===== src/rtl/seq_restoring_divider.sv =====
// rtl/seq_restoring_divider.sv - multi-cycle restoring divider for DIV/DIVU (quotient LO, remainder HI)
module seq_restoring_divider #(
    parameter int WIDTH = 32
) (
    input  logic             clk,
    input  logic             reset,
    input  logic             start,
    input  logic             signed_op,
    input  logic [WIDTH-1:0] dividend,
    input  logic [WIDTH-1:0] divisor,
    output logic             busy,
    output logic             done,
    output logic [WIDTH-1:0] quotient,
    output logic [WIDTH-1:0] remainder,
    output logic             div_zero
);

    // Counter holds WIDTH trial steps plus one final sign fix-up cycle.
    localparam int CW = $clog2(WIDTH + 1);

    typedef enum logic [1:0] {
        S_IDLE = 2'd0,
        S_RUN  = 2'd1,
        S_DONE = 2'd2
    } state_t;

    state_t           state_q, state_d;
    logic [CW-1:0]    count_q, count_d;
    // Partial remainder never exceeds the divisor magnitude, so WIDTH bits
    // hold it; the trial subtraction itself is done at WIDTH+1 bits.
    logic [WIDTH-1:0] rem_q, rem_d;
    logic [WIDTH-1:0] dq_q, dq_d;
    logic [WIDTH-1:0] divisor_mag_q, divisor_mag_d;
    logic             neg_quo_q, neg_quo_d;
    logic             neg_rem_q, neg_rem_d;
    logic             zero_q, zero_d;
    logic             busy_q, busy_d;
    logic             done_q, done_d;
    logic [WIDTH-1:0] quotient_q, quotient_d;
    logic [WIDTH-1:0] remainder_q, remainder_d;
    logic             div_zero_q, div_zero_d;

    logic [WIDTH:0]   rem_sh;
    logic [WIDTH:0]   trial;
    logic             dividend_neg;
    logic             divisor_neg;

    // Next-state, datapath step and result fix-up.
    always_comb begin
        state_d       = state_q;
        count_d       = count_q;
        rem_d         = rem_q;
        dq_d          = dq_q;
        divisor_mag_d = divisor_mag_q;
        neg_quo_d     = neg_quo_q;
        neg_rem_d     = neg_rem_q;
        zero_d        = zero_q;
        busy_d        = busy_q;
        done_d        = 1'b0;
        quotient_d    = quotient_q;
        remainder_d   = remainder_q;
        div_zero_d    = div_zero_q;

        rem_sh       = {rem_q, dq_q[WIDTH-1]};
        trial        = rem_sh - {1'b0, divisor_mag_q};
        dividend_neg = signed_op & dividend[WIDTH-1];
        divisor_neg  = signed_op & divisor[WIDTH-1];

        case (state_q)
            S_IDLE: begin
                if (start) begin
                    state_d       = S_RUN;
                    busy_d        = 1'b1;
                    neg_quo_d     = dividend_neg ^ divisor_neg;
                    neg_rem_d     = dividend_neg;
                    dq_d          = dividend_neg ? ({WIDTH{1'b0}} - dividend) : dividend;
                    divisor_mag_d = divisor_neg ? ({WIDTH{1'b0}} - divisor) : divisor;
                    rem_d         = '0;
                    count_d       = CW'(WIDTH);
                    zero_d        = (divisor == '0);
                end
            end
            S_RUN: begin
                if (count_q != '0) begin
                    // Keep the subtraction only when it did not borrow.
                    rem_d   = trial[WIDTH] ? rem_sh[WIDTH-1:0] : trial[WIDTH-1:0];
                    dq_d    = {dq_q[WIDTH-2:0], ~trial[WIDTH]};
                    count_d = count_q - 1'b1;
                end else begin
                    // Divide-by-zero leaves all-ones quotient bits and the dividend
                    // magnitude in rem; the sign restore returns the original dividend.
                    quotient_d  = zero_q ? {WIDTH{1'b1}}
                                : (neg_quo_q ? ({WIDTH{1'b0}} - dq_q) : dq_q);
                    remainder_d = neg_rem_q ? ({WIDTH{1'b0}} - rem_q) : rem_q;
                    div_zero_d  = zero_q;
                    done_d      = 1'b1;
                    state_d     = S_DONE;
                end
            end
            S_DONE: begin
                busy_d  = 1'b0;
                state_d = S_IDLE;
            end
            default: begin
                busy_d  = 1'b0;
                state_d = S_IDLE;
            end
        endcase
    end

    // State and datapath registers with synchronous reset.
    always_ff @(posedge clk) begin
        if (reset) begin
            state_q       <= S_IDLE;
            count_q       <= '0;
            rem_q         <= '0;
            dq_q          <= '0;
            divisor_mag_q <= '0;
            neg_quo_q     <= 1'b0;
            neg_rem_q     <= 1'b0;
            zero_q        <= 1'b0;
            busy_q        <= 1'b0;
            done_q        <= 1'b0;
            quotient_q    <= '0;
            remainder_q   <= '0;
            div_zero_q    <= 1'b0;
        end else begin
            state_q       <= state_d;
            count_q       <= count_d;
            rem_q         <= rem_d;
            dq_q          <= dq_d;
            divisor_mag_q <= divisor_mag_d;
            neg_quo_q     <= neg_quo_d;
            neg_rem_q     <= neg_rem_d;
            zero_q        <= zero_d;
            busy_q        <= busy_d;
            done_q        <= done_d;
            quotient_q    <= quotient_d;
            remainder_q   <= remainder_d;
            div_zero_q    <= div_zero_d;
        end
    end

    assign busy      = busy_q;
    assign done      = done_q;
    assign quotient  = quotient_q;
    assign remainder = remainder_q;
    assign div_zero  = div_zero_q;

endmodule


===== config.mk =====
export PLATFORM = sky130hd
export DESIGN_NAME = seq_restoring_divider
export DESIGN_NICKNAME = d
export VERILOG_FILES = /design/src/rtl/seq_restoring_divider.sv
export SDC_FILE = /design/constraint.sdc
export NUM_CORES = 1
export LEC_CHECK = 0
export BUFFER_PORTS_ARGS = -buffer_cell sky130_fd_sc_hd__buf_2
export CAP_MARGIN = 20
export CORE_MARGIN = 4
export CORE_UTILIZATION = 55
export DETAILED_ROUTE_END_ITERATION = 7
export MAX_ROUTING_LAYER = met4
export PLACE_DENSITY = 0.84
export SLEW_MARGIN = 20
export SYNTH_ARGS = -nofsm -noshare
export SYNTH_HDL_FRONTEND = slang
export SYNTH_SLANG_ARGS = --single-unit

===== constraint.sdc =====
create_clock -name clk -period 8.2 [get_ports clk]
set_input_delay 1.64 -clock clk [delete_from_list [all_inputs] [get_ports clk]]
set_output_delay 1.64 -clock clk [all_outputs]
set_load 0.02 [all_outputs]

# After elaboration in Yosys (flattened, before gate mapping)
# Index checks and enable logic that the tools add are counted.
word_totals:
  reg_bits: 174
  input_bits: 68
  elab_cells: 60
op_classes:
  addsub: 6
  eq_ne: 4
  muxes: 21
  bitwise: 6
  n_reduce_logical: 10
op_table:
  columns: ["cell", "n"]
  rows:
  - ["$mux W32", 10]
  - ["$pmux W32 S2", 2]
  - ["$sub A1 B32 Y32 const A", 4]
  - ["$sub A33 B32 Y33", 1]
  - ["$logic_not A32 Y1", 1]
  - ["$mux W6", 2]
  - ["$pmux W6 S2", 1]
  - ["$reduce_and A2 Y1", 4]
  - ["$ne A2 B2 Y1 const B", 3]
  - ["$reduce_bool A6 Y1", 1]
  - ["$sub A6 B1 Y6 const B", 1]
  - ["$mux W2", 2]
  - ["$pmux W2 S2", 1]
  - ["$not A1 Y1", 3]
  - ["$reduce_and A3 Y1", 1]
  - ["$and A1 B1 Y1", 2]
  - ["$eq A2 B1 Y1 const B", 1]
  - ["$logic_not A2 Y1", 1]
  - ["$mux W1", 2]
  - ["$pmux W1 S2", 1]
  - ["$reduce_bool A2 Y1", 1]
  - ["$reduce_or A2 Y1", 1]
  - ["$xor A1 B1 Y1", 1]

# Longest topological paths before layout
# Gate-level depths: netlist (run 1).
logic_depth:
  word_depth: 4
  depth_mapped: 14
  depth_no_buf: 12

# Least setup slack after synthesis (run 1)
# No wires, ideal clock.
synth_timing:
  kind: "input to register"
  startpoint: "input port dividend[14]"
  endpoint: "register dq_q[29]"
  setup_ns: 0.128
  t_arrival_ns: 3.576
  required_ns: 8.072
  slack_ns: 4.496
  path_stages: 9
  path_buffers: 0
  cell_sequence: "or4_1 nor3_1 nand4_1 or3_1 o31ai_1 xor2_1 a211oi_1 a21oi_1 nor2_1"
synth_via:
  elab_chain_cells: 4
synth_lines:
  columns: ["item", "line_no", "rtl"]
  rows:
  - ["start: declaration", "9", "input logic [WIDTH-1:0] dividend,"]
  - ["$sub A1 B32 Y32", "76", "dq_d = dividend_neg ? ({WIDTH{1'b0}} - dividend) : dividend;"]
  - ["$mux W32", "76", null]
  - ["$mux W32", "71", "if (start) begin"]
  - ["$pmux W32 S2", "69", "case (state_q)"]
  - ["end signal: assignment", "131", "dq_q <= dq_d;"]
  - ["end: declaration", "32", "logic [WIDTH-1:0] dq_q, dq_d;"]
# No other way between the ends. The select of a mux whose other input is x is not followed.
# A chain may end at the register's enable or synchronous reset.

# Worst setup path after layout (run 1)
# Ends and elaborated chain as after synthesis.

==> results of run 1 <==
flip-flops by register name (all words and copies together) (netlist names), 2 cells and up:
signal	cells
remainder	32
state_q	2
count_q	6
divisor_mag_q	32
dq_q	32
rem_q	32
quotient	32
final timing paths:
kind | depth (start not counted) | startpoint | to
worst max-delay path | 10 | dividend[14] | dq_q[29]
worst min-delay path | 2 | divisor_mag_q[30] | divisor_mag_q[30]
worst max register to register | 12 | rem_q[0] | rem_q[1]
worst min register to register | 2 | divisor_mag_q[30] | divisor_mag_q[30]
cells by family (layout without fill, tap and decap cells):
| kind of cell | after synthesis | after routing | synth area share [%] |
|---|---|---|---|
| other cells | 0 | 5 | 0 |
| compound gates | 387 | 387 | 23.2 |
| simple gates | 476 | 476 | 20.7 |
| fa+ha+maj | 39 | 39 | 4.58 |
| buf+inv | 139 | 223 | 4.91 |
| mux | 31 | 31 | 2.90 |
| xor+xnor | 142 | 142 | 11.5 |
| flops | 174 | 174 | 32.2 |
routing by layer:
metal | vias up | part of all wire (%) | wire length [µm] | global-route usage [%]
met3 | 50 | 6.3 | 1710 | 3.90
met4 | 0 | 2.3 | 631 | 8.04
met5 | - | 0 | 0 | -
met2 | 359 | 46 | 12700 | 39.4
met1 | 4726 | 45 | 12400 | 33.2
li1 | 5126 | - | - | -
synthesized netlist by cell type (4+ instances only):
| master | n | share of area [%] |
|---|---|---|
| sky130_fd_sc_hd__nor2_1 | 193 | 6.7 |
| sky130_fd_sc_hd__dfxtp_1 | 174 | 32 |
| sky130_fd_sc_hd__nand2_1 | 111 | 3.8 |
| sky130_fd_sc_hd__a21oi_1 | 96 | 4.4 |
| sky130_fd_sc_hd__a211oi_1 | 85 | 5.9 |
| sky130_fd_sc_hd__xnor2_1 | 80 | 6.5 |
| sky130_fd_sc_hd__clkbuf_1 | 76 | 2.6 |
| sky130_fd_sc_hd__o21ai_0 | 73 | 3.4 |
| sky130_fd_sc_hd__xor2_1 | 62 | 5.0 |
| sky130_fd_sc_hd__inv_1 | 52 | 1.8 |
| sky130_fd_sc_hd__nor3_1 | 41 | 1.9 |
| sky130_fd_sc_hd__ha_1 | 38 | 4.4 |
| sky130_fd_sc_hd__o31ai_1 | 29 | 2.0 |
| sky130_fd_sc_hd__mux2i_1 | 28 | 2.6 |
| sky130_fd_sc_hd__or3_1 | 24 | 1.4 |
| sky130_fd_sc_hd__nand3_1 | 18 | 0.83 |
| sky130_fd_sc_hd__a21o_1 | 16 | 1.1 |
| sky130_fd_sc_hd__o22ai_1 | 15 | 0.87 |
| sky130_fd_sc_hd__or4_1 | 15 | 1.0 |
| sky130_fd_sc_hd__a31oi_1 | 12 | 0.69 |
| sky130_fd_sc_hd__o41ai_1 | 11 | 0.89 |
| sky130_fd_sc_hd__a311oi_1 | 10 | 0.81 |
| sky130_fd_sc_hd__nand2b_1 | 10 | 0.58 |
| sky130_fd_sc_hd__o211ai_1 | 10 | 0.69 |
| sky130_fd_sc_hd__nand4_1 | 9 | 0.52 |
| sky130_fd_sc_hd__nor4_1 | 9 | 0.52 |
| sky130_fd_sc_hd__buf_1 | 7 | 0.24 |
| sky130_fd_sc_hd__o21a_1 | 7 | 0.49 |
| sky130_fd_sc_hd__and2_1 | 6 | 0.35 |
| sky130_fd_sc_hd__and3_1 | 6 | 0.35 |
| sky130_fd_sc_hd__nor2b_1 | 5 | 0.29 |
| sky130_fd_sc_hd__nor3b_1 | 4 | 0.28 |
| sky130_fd_sc_hd__nor4_2 | 4 | 0.46 |
| sky130_fd_sc_hd__o21bai_1 | 4 | 0.28 |
layout make-up:
type,count,area (µm²)
antenna,5,12.5
clock buffer,20,457
clock inverter,12,124
fill,1732,7240
inverter,52,195
multi-input combinational,1075,6840
sequential,174,3480
tap,265,332
timing repair buffer,139,711
where the power goes:
group	total, mW	switching (mW)	leakage (nW)	internal (mW)
Sequential	1.16	0.142	1.42	1.01
Combinational	1.17	0.735	3.36	0.438
Clock	0.801	0.359	0.273	0.442
Total	3.13	1.24	5.05	1.89
metrics by stage:
| step | cells | utilization [%] | hold slack [ns] | worst slack, ns |
|---|---|---|---|---|
| final | 1742 | 62.7 | 0.454 | 4.36 |
| after global routing | 1742 | 62.7 | 0.482 | 4.22 |
| after detailed placement | 1705 | 59.6 | 0.447 | 3.95 |
| after global placement | 1705 | 59.6 | 0.445 | 4.05 |
| after floorplan | 1388 | - | 0.432 | 4.50 |
| after CTS | 1737 | 62.6 | 0.457 | 4.41 |
worst reg2reg max path, cell delays in order (launching register included):
cell,delay (ns)
sky130_fd_sc_hd__dfxtp_1,0.50
sky130_fd_sc_hd__inv_1,0.18
sky130_fd_sc_hd__fa_1,0.48
sky130_fd_sc_hd__nand2b_1,0.19
sky130_fd_sc_hd__a21o_1,0.19
sky130_fd_sc_hd__a31o_2,0.24
sky130_fd_sc_hd__a211oi_1,0.33
sky130_fd_sc_hd__o21a_1,0.24
sky130_fd_sc_hd__o211ai_1,0.14
sky130_fd_sc_hd__nand3_2,0.12
sky130_fd_sc_hd__buf_4,0.48
sky130_fd_sc_hd__mux2_2,0.43
sky130_fd_sc_hd__o21ai_0,0.16
==> results, run 1 <==
- Using the TritonRoute via totals, the vias-per-cell ratio works out to roughly 5.9.
- The mapped netlist covers 0.0108 mm².
- The average cell area after synthesis is just under 8 µm².
- For this design, the sink count on the clock tree is approximately 170.
- Counting distinct cell types in the post-synthesis netlist gives 64.
- The final estimated routing congestion in global placement is a little over 0.9.
- The final hold violation count came to 0.
- The min-delay analysis places its worst path in the category reg -> reg.
- The worst slew margin relative to its limit is a little under a third.
- The count of antenna-violating nets left after detailed routing is 0.
- The largest incremental delay on the critical path is 0.56 ns.
- Leaving out fill and tap cells, the most frequent cells in the layout are sky130_fd_sc_hd__nor2_1 (191), sky130_fd_sc_hd__dfxtp_1 (173), sky130_fd_sc_hd__buf_2 (133), sky130_fd_sc_hd__nand2_1 (111), sky130_fd_sc_hd__a21oi_1 (95).
- In the final timing run, aggregate negative setup slack is 0 ns.
- The post-route clock period utilization is a little under half.
- The die is around 150 µm wide.
- The type of the worst setup path is in -> reg.
- In this run, synthesis inferred 0 flip-flops with an integrated enable.
- Traced cell by cell, the critical path runs through buf_2, or4_1, nor3_1, nand4_1, or3_1, o31ai_1, xor2_1, a211oi_1, a21oi_1, nor2_1.
- TritonCTS created 17 clock buffers.
- The die extent in y is between 100 and 150 µm.
- Clock-pin slew was measured on the worst setup and hold paths at 0.07 ns.
- For the worst setup path, the data arrival time is 4.13 ns.
- The post-DP HPWL is roughly 20000 µm.
- The layout-stage area growth over the synthesis result is 12.3%.
- The post-route netlist has between 10% and 20% of its cells at a drive strength greater than 1.
- The detailed router finished its first iteration with 815 violations.
- The region available for standard cell placement spans around 0.019 mm².
- Counting along the longest clock path gives a buffer depth of 2.
- The overall power after layout is 3.13 mW.
- Dividing total power by cell area gives a power density of 258 mW/mm².
- The via count of the first global-routing pass came to 9164.
- The predominant post-synthesis flop cell is sky130_fd_sc_hd__dfxtp_1.
- The peak supply drop is 0.190 mV.
- At the pin with the least slew margin, the transition time is 1.04 ns.
- Synthesis handed over a netlist of 1388 instances.
- The async set-reset flop share out of synthesis is 0%.
- The number of primary I/O pins is 135.
- The count of buffer and inverter cells on the critical path is 1.
- Setup repair after global routing left no endpoint under its margin.
- The nature of the critical path endpoint is a flop.
- The category of the worst setup path launch point is a primary input.
- The total number of vias is 10.3k.
- The source-to-sink clock delay at the later pin of the worst-skew pair is 0.43 ns.
- The sequential-to-total area share from yosys stat is 32.2%.
- Post-CTS repair changed the size of 0 cells.
- The sum of overflow across all layers after global routing is 0.
- Buffers inserted to repair hold after CTS numbered 0.
- The clock tree root buffer cell is sky130_fd_sc_hd__clkbuf_16.
- The floorplan row count is 51.
- After detailed routing, the average wire length per cell comes to between 15 and 20 µm.
- The number of setup violations in the final report is 0.
- The total global routing track utilization is 25.0%.
- The minimum period implied by the final worst setup slack is 3.84 ns.
- The number of slew-limit violations in the final report is 0.
- The leakage power figure is slightly above 5 nW.
- The first global-routing pass estimated 44700 µm of wire.
- Port buffering added 134 buffers.
- The full die area is 0.0220 mm².
- The data required time of the critical path is 8.49 ns.
- The most common cell after layout, fill and taps aside is sky130_fd_sc_hd__nor2_1.
- In this run the register-to-register setup slack is 4.45 ns.
- The cell at the slowest stage of the critical path is sky130_fd_sc_hd__or4_1.
- The post-CTS setup-driven buffer insertion count is 0.
- The number of antenna violations at the first check in global routing is 5.
- The summed area of non-filler cells in the final layout is 0.0122 mm².
- Clock skew on the completed layout was measured at between 0.01 and 0.015 ns.
- The initial core utilization is 55.8%.
- The kind of cell adding the most delay to the critical path is simple AND/OR/NAND/NOR gates.
- The Yosys step of the flow raised 0 warnings.
- The peak fanout along the critical path is 4.
- The maximum number of pins on one net before global-route repair is 89.
- The net count reported at finish is 1566.
- The number of H-tree levels is 4.
- The flow ran to the end, and the final reports show no timing, DRC or antenna violations.
- The TritonCTS clock tree is built.
- The first-pass iteration count of the detailed router is 5.
- The number of nets in the synthesized netlist is around 1.5k.
- Based on the critical path, the design can be clocked at up to 260 MHz.
- The number of max-capacitance violations reported is 0.
- The synthesized design contains 174 register bits.
- The routed wire length is 27400 µm.
- The cell area after placement is between 0.01 and 0.015 mm².
- In the routed design, unresolved DRC markers number 0.
Note: power is estimated with default switching activity, not from simulation.
==> run 2: changes to the inputs <==
- ABC_AREA: default -> 1
- PLACE_DENSITY: 0.84 -> 0.86
- clock period: 8.2 -> 3.3 ns (I/O delays scaled with it)
==> results, run 2 <==
- The number of nets in the synthesized netlist is 2238.
- STA classifies the critical path endpoint as a flop.
- The DRC violation total after the first TritonRoute iteration is 1606.
- The number of max-capacitance violations reported is 0.
- The async set-reset flop share out of synthesis is 0%.
- The multi-input combinational cell area is slightly below 0.008 mm².
- Setup total negative slack on the finished layout was measured at 0 ns.
- The combinational power share is between 30 and 40%.
- The core region is 0.0229 mm².
- The full die area is 0.0261 mm².
- For the pin with the worst max-slew slack, the measured transition is 0.948 ns.
- The number of H-tree levels is 4.
- The worst pin sits at a relative slew slack of 36.8%.
- The net count reported at finish is 2333.
- By count the netlist is led by sky130_fd_sc_hd__nand2_1 (524), sky130_fd_sc_hd__inv_1 (333), sky130_fd_sc_hd__nor2_1 (211), sky130_fd_sc_hd__dfxtp_1 (174), sky130_fd_sc_hd__nand3_1 (168).
- Across the whole layout, storage elements account for between 0.003 and 0.004 mm².
- The net load switching power is around 3.3 mW.
- The number of hold buffers added after CTS is 0.
- The library cell used most frequently in the layout, excluding fill and tap cells, is sky130_fd_sc_hd__nand2_1.
- CTS placed an instance of sky130_fd_sc_hd__clkbuf_16 at the clock tree root.
- The smallest hold slack is 0.473 ns.
- The sum of overflow across all layers after global routing is 0.
- The total global routing track utilization is between 30 and 40%.
- The count of antenna-violating nets left after detailed routing is 0.
- In this run, flip-flops and latches consume 35.7% of the power.
- Clock tree synthesis inserted a total of 17 buffers.
- Counting every instance in the synthesized netlist gives 2131.
- The count of state elements after synthesis is 174.
- The routed wire length is around 43000 µm.
- The overall die width is 161 µm.
- The detail-routed via count per cell is 5.60.
- Summing all placed instances gives a cell area of 0.0138 mm².
- The overall power after layout is 7.60 mW.
- From bottom edge to top edge, the die measures 161 µm.
- The routed length per instance is 16.9 µm.
- The type of the worst setup path is reg -> reg.
- The final hold violation count is 0.
- For this design the ratio of total power to cell area is 530 mW/mm².
- Counting stages on the worst path, the most repeated cell is sky130_fd_sc_hd__nand2_4.
- IR analysis of the VDD net gives a maximum drop of 0.442 mV.
- The routed design could run at a clock period as short as 2.71 ns.
- The clock network burns between 20% and 30% of the power.
- Summing the sequential cell areas from Yosys gives 26.9% of the chip area.
- The worst clock skew on the final layout is 0.0115 ns.
- The wire length of the first global-routing pass is just under 70000 µm.
- The maximum number of pins on one net before global-route repair is 96.
- The TritonCTS clock tree is built.
- Of the available clock period, the critical path in the final layout requires 82.2%.
- In this run the worst path has a maximum fanout of 16.
- The number of buffer cells added on primary ports is 134.
- In this run, synthesis inferred 0 flip-flops with an integrated enable.
- The cell area after synthesis is 0.0130 mm².
- Post-CTS repair changed the size of 0 cells.
- The congestion estimate from routability-driven global placement came to 1.02.
- The layout-stage area growth over the synthesis result is 10.7%.
- The internal power component is 4.33 mW.
- The slowest stage of the critical path is the sky130_fd_sc_hd__fa_1 cell.
- The largest incremental delay on the critical path is 0.43 ns.
- The library cells used most frequently in the layout, excluding fill and tap cells, are sky130_fd_sc_hd__nand2_1 (524), sky130_fd_sc_hd__inv_1 (333), sky130_fd_sc_hd__nor2_1 (211), sky130_fd_sc_hd__dfxtp_1 (174), sky130_fd_sc_hd__nand3_1 (168).
- The most used flip-flop cell after synthesis is sky130_fd_sc_hd__dfxtp_1.
- The fraction of synthesized cell area taken by the top area cell type is 26.9%.
- The flow ran to the end, and the final reports show no timing, DRC or antenna violations.
- The source-to-sink clock delay at the later pin of the worst-skew pair is 0.45 ns.
- The average cell area after synthesis is 6.08 µm².
- The largest area contributor in the synthesized netlist is sky130_fd_sc_hd__dfxtp_1.
- The class of the most critical hold timing path is in -> reg.
- The antenna diode count is 0.
- The number of antenna violations at the first check in global routing is 0.
- After routing the design area is 0.0143 mm².
- The total number of vias is 14.3k.
- The synthesized netlist contains 54 unique library cells.
- The data required time of the critical path is 3.58 ns.
- Net switching is 43.0% of the power.
- Static timing analysis puts the maximum clock frequency at 369 MHz.
- The floorplan row count is 55.
- Setup repair after global routing left no endpoint under its margin.
- The fraction of layout cells with a size suffix above 1 is 11.9%.
- The number of primary I/O pins is approximately 140.
- The post-CTS setup-driven buffer insertion count is 0.
- After synthesis, the cell types taking the most area are sky130_fd_sc_hd__dfxtp_1 (27%), sky130_fd_sc_hd__nand2_1 (15%), sky130_fd_sc_hd__inv_1 (9.7%).
- The final routed DRC violation total is 0.
- sky130_fd_sc_hd__nand2_1 is the most common cell in the netlist.
- After clock tree synthesis, the clock-pin slew on the worst setup and hold paths is ~0.070 ns.
- The critical path goes through inv_1, ha_1, fa_1, inv_1, nand2_1, nand2_1, nand3_1, nand2_2, nand2_4, nand2_4, nand2_4, nand2_4, nand2_4, nand2_4, nand2_1, nand3_1, a21oi_1.
- The initial core utilization is 56.5%.
- The warning count from the yosys run is 0.
- The worst setup path is launched from a flop.
- The number of fillers in the final layout is 2246.
- The number of setup violations in the final report is 0.
- The via count of the first global-routing pass is 12.9k.
- Clock tree synthesis found a total of 174 sinks.
- The leakage power figure is 7.41 nW.
- The clock passes through at most 2 buffers.
- The first TritonRoute pass finished after 6 iterations.
- The number of slew-limit violations in the final report is 0.
- The post-DP HPWL is 33900 µm.
- The data arrival time of the critical path is roughly 3 ns.
[run 2: critical path, delay by kind of cell (launching register included)]
kind	cells	cell delay, ns
buffers and inverters	2	0.20
and+or+nand+nor	12	1.23
AOI/OAI and AO/OA	1	0.07
DFF	1	0.37
adders and majority gates	2	0.67
[run 2: cells by family (layout without fill, tap and decap cells)]
kind of cell | after synthesis | count (layout) | share of synthesized area [%]
flops | 174 | 174 | 26.9
compound gates | 389 | 389 | 16.7
buf+inv | 419 | 527 | 12.6
xor+xnor | 62 | 62 | 4.19
simple gates | 1048 | 1048 | 35.8
fa+ha+maj | 39 | 39 | 3.83
[run 2: power groups by stage]
stage | Combinational [mW] | Sequential [mW] | Clock (mW)
final | 2.94 | 2.71 | 1.94
after detailed placement | 2.86 | 2.74 | 0
after floorplan | 1.84 | 2.88 | 0
after global placement | 2.83 | 2.73 | 0
after CTS | 2.89 | 2.70 | 1.94
after global routing | 3.23 | 2.75 | 2.04
[run 2: path summary, 6_finish.rpt]
| kind | startpoint | endpoint | slack, ns | depth (start not counted) |
|---|---|---|---|---|
| min | reset | divisor_mag_q[0] | 0.47 | 2 |
| max | dq_q[31] | rem_q[7] | 0.59 | 17 |
| max reg2reg | dq_q[31] | rem_q[7] | 0.59 | 17 |
| min reg2reg | count_q[0] | count_q[0] | 0.48 | 1 |
[run 2: metrics by stage]
step | setup slack [ns] | util (%) | instances
floorplan | 1.03 | - | 2131
global placement | 0.751 | 60.2 | 2520
detailed placement | 0.654 | 60.2 | 2520
CTS | 0.609 | 62.6 | 2552
global route | 0.398 | 62.6 | 2552
finish | 0.588 | 62.6 | 2552
[run 2: routing by layer]
layer  global-route usage [%]  wire length [µm]  vias up
met5                        -                 0        -
met3                     3.55              2850       97
met2                     53.3             19900      631
met1                     43.6             18900     6521
met4                     10.8              1470        0
li1                         -                 -     7035
[run 2: area by class of cell]
type                    count  share of cell area [%]
multi-input cells        1538                    54.7
clock buffers              21                    3.14
inverters                 347                    9.08
clock inverters            11                   0.681
repair buffers            148                    5.41
well taps                 313                    2.73
flip-flops and latches    174                    24.3
